--- config.mk ---
export PLATFORM = sky130hd
export DESIGN_NAME = ex_muldiv_unit_flat
export DESIGN_NICKNAME = d
export VERILOG_FILES = /design/src/rtl/ex_muldiv_unit_if.sv /design/src/rtl/ex_muldiv_unit.sv /design/src/flat_wrapper.sv
export SDC_FILE = /design/constraint.sdc
export NUM_CORES = 1
export LEC_CHECK = 0
export ABC_AREA = 1
export CAP_MARGIN = 20
export CORE_ASPECT_RATIO = 2
export CORE_MARGIN = 5
export CORE_UTILIZATION = 30
export DETAILED_ROUTE_END_ITERATION = 7
export PLACE_DENSITY = 0.55
export SYNTH_ARGS = -nofsm -noshare
export SYNTH_HDL_FRONTEND = slang
export SYNTH_SLANG_ARGS = --single-unit
--- constraint.sdc ---
create_clock -name CLK -period 5.4 [get_ports CLK]
set_clock_uncertainty 0.05 [all_clocks]
set_input_delay 1.08 -clock CLK [delete_from_list [all_inputs] [get_ports CLK]]
set_output_delay 1.08 -clock CLK [all_outputs]
set_load 0.03 [all_outputs]
--- src/rtl/ex_muldiv_unit_if.sv ---
// Issue/result bundle between the EX stage and the iterative RV32M multiply/divide unit.
// master = pipeline side, slave = ex_muldiv_unit.
interface ex_muldiv_unit_if;
  logic        START;
  logic        ABORT;
  logic        HOLD;
  logic [2:0]  FUNCT3;
  logic [31:0] OPERAND1;
  logic [31:0] OPERAND2;
  logic [31:0] RESULT;
  logic        BUSY;
  logic        DONE;

  modport master (
    output START, ABORT, HOLD, FUNCT3, OPERAND1, OPERAND2,
    input  RESULT, BUSY, DONE
  );

  modport slave (
    input  START, ABORT, HOLD, FUNCT3, OPERAND1, OPERAND2,
    output RESULT, BUSY, DONE
  );
endinterface

--- src/rtl/ex_muldiv_unit.sv ---
// ex_muldiv_unit: iterative RV32M multiply/divide (shift-add / restoring, 32 CALC cycles per op).
// Define MULDIV_SPECIAL_FASTPATH_EN to finish divide-by-zero and signed overflow at the issue edge.
module ex_muldiv_unit (
  input  logic            CLK,
  input  logic            RESET_N,
  ex_muldiv_unit_if.slave bus
);
  typedef enum logic [1:0] {S_IDLE, S_CALC, S_DONE} state_t;
  state_t state, state_nxt;

  logic [5:0]  cnt;
  logic [2:0]  op;
  logic [31:0] mag_b;     // multiplicand / divisor magnitude
  logic [31:0] acc_hi;    // product high half / partial remainder
  logic [31:0] acc_lo;    // multiplier then product low half / dividend then quotient
  logic [31:0] result_q;
  logic        neg_res;

  logic        issue;
  logic [2:0]  f;
  logic        a_sgn, b_sgn, a_neg, b_neg, div0_in, neg_in, fast_hit;
  logic [31:0] a_mag, b_mag;

  assign f     = bus.FUNCT3;
  assign issue = (state == S_IDLE) && bus.START && !bus.ABORT;

  assign a_sgn = (f == 3'b001) || (f == 3'b010) || (f == 3'b100) || (f == 3'b110);
  assign b_sgn = (f == 3'b001) || (f == 3'b100) || (f == 3'b110);
  assign a_neg = a_sgn && bus.OPERAND1[31];
  assign b_neg = b_sgn && bus.OPERAND2[31];
  assign a_mag = a_neg ? (~bus.OPERAND1 + 32'd1) : bus.OPERAND1;
  assign b_mag = b_neg ? (~bus.OPERAND2 + 32'd1) : bus.OPERAND2;

  assign div0_in = f[2] && (bus.OPERAND2 == '0);
  // x/0 gives an all-ones magnitude quotient; dropping its sign makes DIV read all ones too,
  // while REM keeps the dividend sign and so returns OPERAND1 unchanged.
  assign neg_in  = f[2] ? (f[1] ? a_neg : ((a_neg ^ b_neg) && !div0_in)) : (a_neg ^ b_neg);

`ifdef MULDIV_SPECIAL_FASTPATH_EN
  logic        ovf_in;
  logic [31:0] special_res;
  assign ovf_in      = f[2] && !f[0] && (bus.OPERAND1 == 32'h8000_0000) && (bus.OPERAND2 == '1);
  assign fast_hit    = div0_in || ovf_in;
  assign special_res = div0_in ? (f[1] ? bus.OPERAND1 : '1) : (f[1] ? '0 : 32'h8000_0000);
`else
  assign fast_hit = 1'b0;
`endif

  // One iteration of either algorithm on the current accumulator pair.
  logic [32:0] mul_sum, div_shift;
  logic        div_ge;
  logic [31:0] iter_hi, iter_lo;

  assign mul_sum   = {1'b0, acc_hi} + (acc_lo[0] ? {1'b0, mag_b} : 33'd0);
  assign div_shift = {acc_hi, acc_lo[31]};
  assign div_ge    = div_shift >= {1'b0, mag_b};

  always_comb begin
    iter_hi = acc_hi;
    iter_lo = acc_lo;
    if (op[2]) begin
      iter_hi = div_ge ? (div_shift[31:0] - mag_b) : div_shift[31:0];
      iter_lo = {acc_lo[30:0], div_ge};
    end else begin
      iter_hi = mul_sum[32:1];
      iter_lo = {mul_sum[0], acc_lo[31:1]};
    end
  end

  // Sign applied to the post-final-iteration values, registered on entry to DONE.
  logic [63:0] prod_s;
  logic [31:0] quo_s, rem_s, final_res;

  assign prod_s = neg_res ? (~{iter_hi, iter_lo} + 64'd1) : {iter_hi, iter_lo};
  assign quo_s  = neg_res ? (~iter_lo + 32'd1) : iter_lo;
  assign rem_s  = neg_res ? (~iter_hi + 32'd1) : iter_hi;

  always_comb begin
    final_res = rem_s;
    case (op)
      3'b000:                 final_res = prod_s[31:0];
      3'b001, 3'b010, 3'b011: final_res = prod_s[63:32];
      3'b100, 3'b101:         final_res = quo_s;
      default:                final_res = rem_s;
    endcase
  end

  always_ff @(posedge CLK or negedge RESET_N) begin
    if (!RESET_N) state <= S_IDLE;
    else          state <= state_nxt;
  end

  always_comb begin
    state_nxt = state;
    case (state)
      S_IDLE: if (issue) state_nxt = fast_hit ? S_DONE : S_CALC;
      S_CALC: begin
        if (bus.ABORT)           state_nxt = S_IDLE;
        else if (cnt == 6'd31)   state_nxt = S_DONE;
      end
      S_DONE: if (bus.ABORT || !bus.HOLD) state_nxt = S_IDLE;
      default: state_nxt = S_IDLE;
    endcase
  end

  always_ff @(posedge CLK or negedge RESET_N) begin
    if (!RESET_N) begin
      cnt      <= '0;
      op       <= '0;
      mag_b    <= '0;
      acc_hi   <= '0;
      acc_lo   <= '0;
      neg_res  <= 1'b0;
      result_q <= '0;
    end else if (issue) begin
      op      <= f;
      mag_b   <= b_mag;
      acc_hi  <= '0;
      acc_lo  <= a_mag;
      neg_res <= neg_in;
      cnt     <= '0;
`ifdef MULDIV_SPECIAL_FASTPATH_EN
      if (fast_hit) result_q <= special_res;
`endif
    end else if ((state == S_CALC) && !bus.ABORT) begin
      acc_hi <= iter_hi;
      acc_lo <= iter_lo;
      cnt    <= cnt + 6'd1;
      if (cnt == 6'd31) result_q <= final_res;
    end
  end

  assign bus.BUSY   = RESET_N && (issue || (state == S_CALC));
  assign bus.DONE   = (state == S_DONE);
  assign bus.RESULT = result_q;
endmodule

--- src/flat_wrapper.sv ---
// flat-port wrapper written by rule: the top's interface ports become plain ports
module ex_muldiv_unit_flat 
  (CLK, RESET_N, bus_START, bus_ABORT, bus_HOLD, bus_FUNCT3, bus_OPERAND1, bus_OPERAND2, bus_RESULT, bus_BUSY, bus_DONE);
  ex_muldiv_unit_if bus_i ();
  input  logic CLK;
  input  logic RESET_N;
  input wire logic [$bits(bus_i.START)-1:0] bus_START;
  input wire logic [$bits(bus_i.ABORT)-1:0] bus_ABORT;
  input wire logic [$bits(bus_i.HOLD)-1:0] bus_HOLD;
  input wire logic [$bits(bus_i.FUNCT3)-1:0] bus_FUNCT3;
  input wire logic [$bits(bus_i.OPERAND1)-1:0] bus_OPERAND1;
  input wire logic [$bits(bus_i.OPERAND2)-1:0] bus_OPERAND2;
  output wire logic [$bits(bus_i.RESULT)-1:0] bus_RESULT;
  output wire logic [$bits(bus_i.BUSY)-1:0] bus_BUSY;
  output wire logic [$bits(bus_i.DONE)-1:0] bus_DONE;
  assign bus_i.START = bus_START;
  assign bus_i.ABORT = bus_ABORT;
  assign bus_i.HOLD = bus_HOLD;
  assign bus_i.FUNCT3 = bus_FUNCT3;
  assign bus_i.OPERAND1 = bus_OPERAND1;
  assign bus_i.OPERAND2 = bus_OPERAND2;
  assign bus_RESULT = bus_i.RESULT;
  assign bus_BUSY = bus_i.BUSY;
  assign bus_DONE = bus_i.DONE;
  ex_muldiv_unit u_core (.CLK(CLK), .RESET_N(RESET_N), .bus(bus_i));
endmodule
==> metrics.md <==
| Metric | Value |
|---|---|
| Final estimated routing congestion in global placement | `1.060` |
| WP data required | `5.69 ns` |
| WP buf/inv | `2` |
| Hold path cells | `2` |
| CP max FO | `28` |
| Slew headroom | `17.24%` |
| GRT Residual Overflow | `0` |
| Final Cycle Share | `89.03%` |
| Simple-gate share of the synthesized area | `42.46%` |
| Worst hold slack | `0.4310 ns` |
| Vias | `19190` |
| Post-synthesis adder-cell area fraction | `5.456%` |
| Xor and xnor area share after synthesis | `4.505%` |
| Reg-to-Reg End | `u_core.bus.RESULT[18]$_DFFE_PN0P_` |
| H-tree depth | `4` |
| Post-synthesis cell count | `2821` |
| Crit path kind | `flip-flop to flip-flop` |
| # diodes | `0` |
| CP endpoint kind | `flip-flop` |
| 1st-iter DRT viols | `1203` |
| Post-synthesis mux area share | `0%` |
| Reg area | `3510 um^2` |
| Power density over the cells | `544.9 nW/um^2` |
| Hold Buf Count CTS | `0` |
| Number of synthesized flops with an enable pin | `0` |
| Most used cell along the critical path | `nand2_1` |
| Die height | `339.9 um` |
| Slowest stage cell on the critical path | `dfrtp_2` |
| Final setup vio count | `0` |
| CTS sink count | `140` |
| Fraction of layout instances using a drive strength above 1 | `6.361%` |
| Hold EP | `u_core.bus.RESULT[15]$_DFFE_PN0P_` |
| Main combinational cell family by area after synthesis | `simple AND/OR/NAND/NOR gates` |
| Vias in the first global route | `19970` |
| Setup TNS | `0 ns` |
| Max-Cap Viols | `0` |
| Max stage delay on crit path | `0.86 ns` |
| Die ar. | `59480 um^2` |
| Synth Cell Area | `16330 um^2` |
| Root Buffer | `clkbuf_16` |
| Yosys warns | `0` |
| IO buf count | `105` |
| Hpwl dp | `66250 um` |
| # fillers | `6102` |
| Final Hold Fails | `0` |
| Reg2reg path depth | `22` |
| Worst EP arrival | `5.10 ns` |
| # resized after CTS | `0` |
| Die W | `175.0 um` |
| I/O Pins | `106` |
| Commonest non-fill, non-tap cell in the layout | `nand2_1` |
| Result of the run | `finished, final reports clean` |
| Clock latency on the worst-skew pair | `0.48 ns` |
| DRC violations left | `0` |
| Core area | `54200 um^2` |
| FF+latch count, synth | `140` |
| Fmax | `208.0 MHz` |
| Seq/Total Area, Yosys | `21.45%` |
| DR pass1 iterations | `5` |
| HP Class | `flip-flop to flip-flop` |
| First-pass GRT wire length | `119600 um` |
| Crit-path cells | `nand2_1 -> inv_1 -> ha_1 -> nand2_1 -> nor2_1 -> inv_1 -> nor3_1 -> nand4_1 -> nand3_1 -> nand2_1 -> nand3_1 -> nand2_1 -> nor2_1 -> nand2_2 -> nor2_2 -> nand2_1 -> nand2_1 -> nand3_1 -> nand3_1 -> nand3_1 -> nand2_1 -> nand2_1` |
| CP startpoint | `u_core.acc_lo[0]$_DFFE_PN0P_` |
| Worst Max-Slew Pin Slew | `1.228 ns` |
| Setup repair bufs after CTS | `0` |
| Num rows | `121` |
| Critical path's top delay family | `simple AND/OR/NAND/NOR gates` |
| Initial antenna violation count | `0` |
| Largest net degree at the start of global routing | `83` |
| WL final | `81480 um` |
| Syn_area_per_cell | `5.789 um^2` |
| Avg WL per Cell | `22.63 um` |
| Nets | `3053` |
| Distinct cells, synth | `60` |
| Post-DRT Antenna Nets | `0` |
| Post-synthesis compound-gate area fraction | `13.53%` |
| Peak VDD IR | `277.6 uV` |
| Initial Utilization | `30.13%` |
| GRT Util Overall | `27.02%` |
| Vias/cell | `5.331` |
| Worst setup SP type | `flip-flop` |
| Fraction of registers with async set/reset | `100.0%` |
| Reg-to-reg critical path startpoint | `u_core.acc_lo[0]$_DFFE_PN0P_` |
| Pins Over Slew Limit | `0` |
| Post-Syn Nets | `2963` |
| Cts bufs inserted | `17` |
| Longest Clk Path Bufs | `2` |
| R2r setup slk | `0.59 ns` |
| Prevailing post-synth register cell | `dfrtp_1` |
| Stages on worst setup path | `22` |
| Area grow syn2layout | `14.95%` |
| Area of the multi-input gates | `10780 um^2` |
| CTS tree | `done` |
| Min-delay src | `u_core.bus.RESULT[15]$_DFFE_PN0P_` |
| Commonest cells after routing, fill and taps aside | `920 x nand2_1, 414 x inv_1, 264 x nand3_1, 253 x nor2_1, 177 x o21ai_0` |
| Leak | `9.656 nW` |
| RSZ-0062 raised after global routing | `no` |
| Fin crit period | `4.808 ns` |
| Clk slew on worst S/H paths | `0.07 ns` |
[state kept, by name, summed over array words and instances (netlist names)]
name	cells
u_core.acc_hi	32
u_core.cnt	6
u_core.mag_b	32
u_core.state	2
u_core.acc_lo	32
u_core.bus.RESULT	32
u_core.op	3
u_core.neg_res	1
[cells by family (layout without fill, tap and decap cells)]
family / count (synthesis) / count (layout)
AOI/OAI and AO/OA: 397 / 397
xor gates and xnor gates: 84 / 84
adders and majority gates: 70 / 70
buffers and inverters: 514 / 617
DFF: 140 / 140
and+or+nand+nor: 1616 / 1616
[power by group]
group	internal, mW	switching (mW)	leakage, nW
Clock	0.651	0.590	0.277
Sequential	1.28	0.331	1.80
Combinational	2.13	5.24	7.57
[cells in the mapped netlist (14+ instances only)]
cell type / n / share of area, %
nand2_1: 920 / 21
inv_1: 414 / 9.5
nand3_1: 264 / 8.1
nor2_1: 255 / 5.9
o21ai_0: 177 / 5.4
dfrtp_1: 140 / 21
a21oi_1: 114 / 3.5
ha_1: 68 / 5.2
xor2_1: 55 / 2.9
clkbuf_1: 53 / 1.2
nand4_1: 32 / 1.2
nor3_1: 31 / 0.95
xnor2_1: 29 / 1.6
nand2_2: 27 / 1.0
o22ai_1: 25 / 0.96
nor2_2: 21 / 0.80
o21ai_1: 19 / 0.58
o221ai_1: 19 / 1.0
buf_2: 17 / 0.52
nor4_1: 16 / 0.61
nand3b_1: 14 / 0.64
[stage by stage]
step | std cells | area (um^2) | power, mW | setup slack [ns] | utilization [%]
floorplan | 2821 | 16330 | 6.236 | 1.542 | -
CTS | 3600 | 18770 | 10.05 | 0.7404 | 34.63
detailed placement | 3568 | 18200 | 8.765 | 0.7513 | 33.57
global placement | 3568 | 18200 | 8.814 | 0.7842 | 33.57
finish | 3600 | 18770 | 10.23 | 0.5924 | 34.63
global route | 3600 | 18770 | 10.94 | 0.3623 | 34.63
[tightest hold or removal path: cells and delay by family, from the launching register on]
kind	cells	cell delay (ns)
flip-flops	1	0.34
AND/OR/NAND/NOR	2	0.10
[cell type report]
cell class                      instances  share of cell area [%]
Clock buffer                           18                   2.286
Sequential cell                       140                   18.70
Inverter                              425                   8.499
Multi-Input combinational cell       2167                   57.43
Tap cell                              676                   4.506
Timing Repair Buffer                  160                   7.806
Clock inverter                         14                  0.7799
[metal layers]
metal  wire length, um  GRT usage, %  vias up
li1                  -             -     9223
met2             42920         50.87      693
met4             11050         29.49        0
met5                 0             0        -
met1             24380         22.21     8898
met3              3130         4.100      379
[how the worst max path moves through the flow]
stage                                                   end  slack [ns]
after detailed placement  u_core.bus.RESULT[26]$_DFFE_PN0P_        0.75
after global placement    u_core.bus.RESULT[27]$_DFFE_PN0P_        0.78
final                     u_core.bus.RESULT[18]$_DFFE_PN0P_        0.59
after floorplan           u_core.bus.RESULT[10]$_DFFE_PN0P_        1.54
after CTS                 u_core.bus.RESULT[26]$_DFFE_PN0P_        0.74
after global routing      u_core.bus.RESULT[26]$_DFFE_PN0P_        0.36
Note: power is estimated with default switching activity, not from simulation.
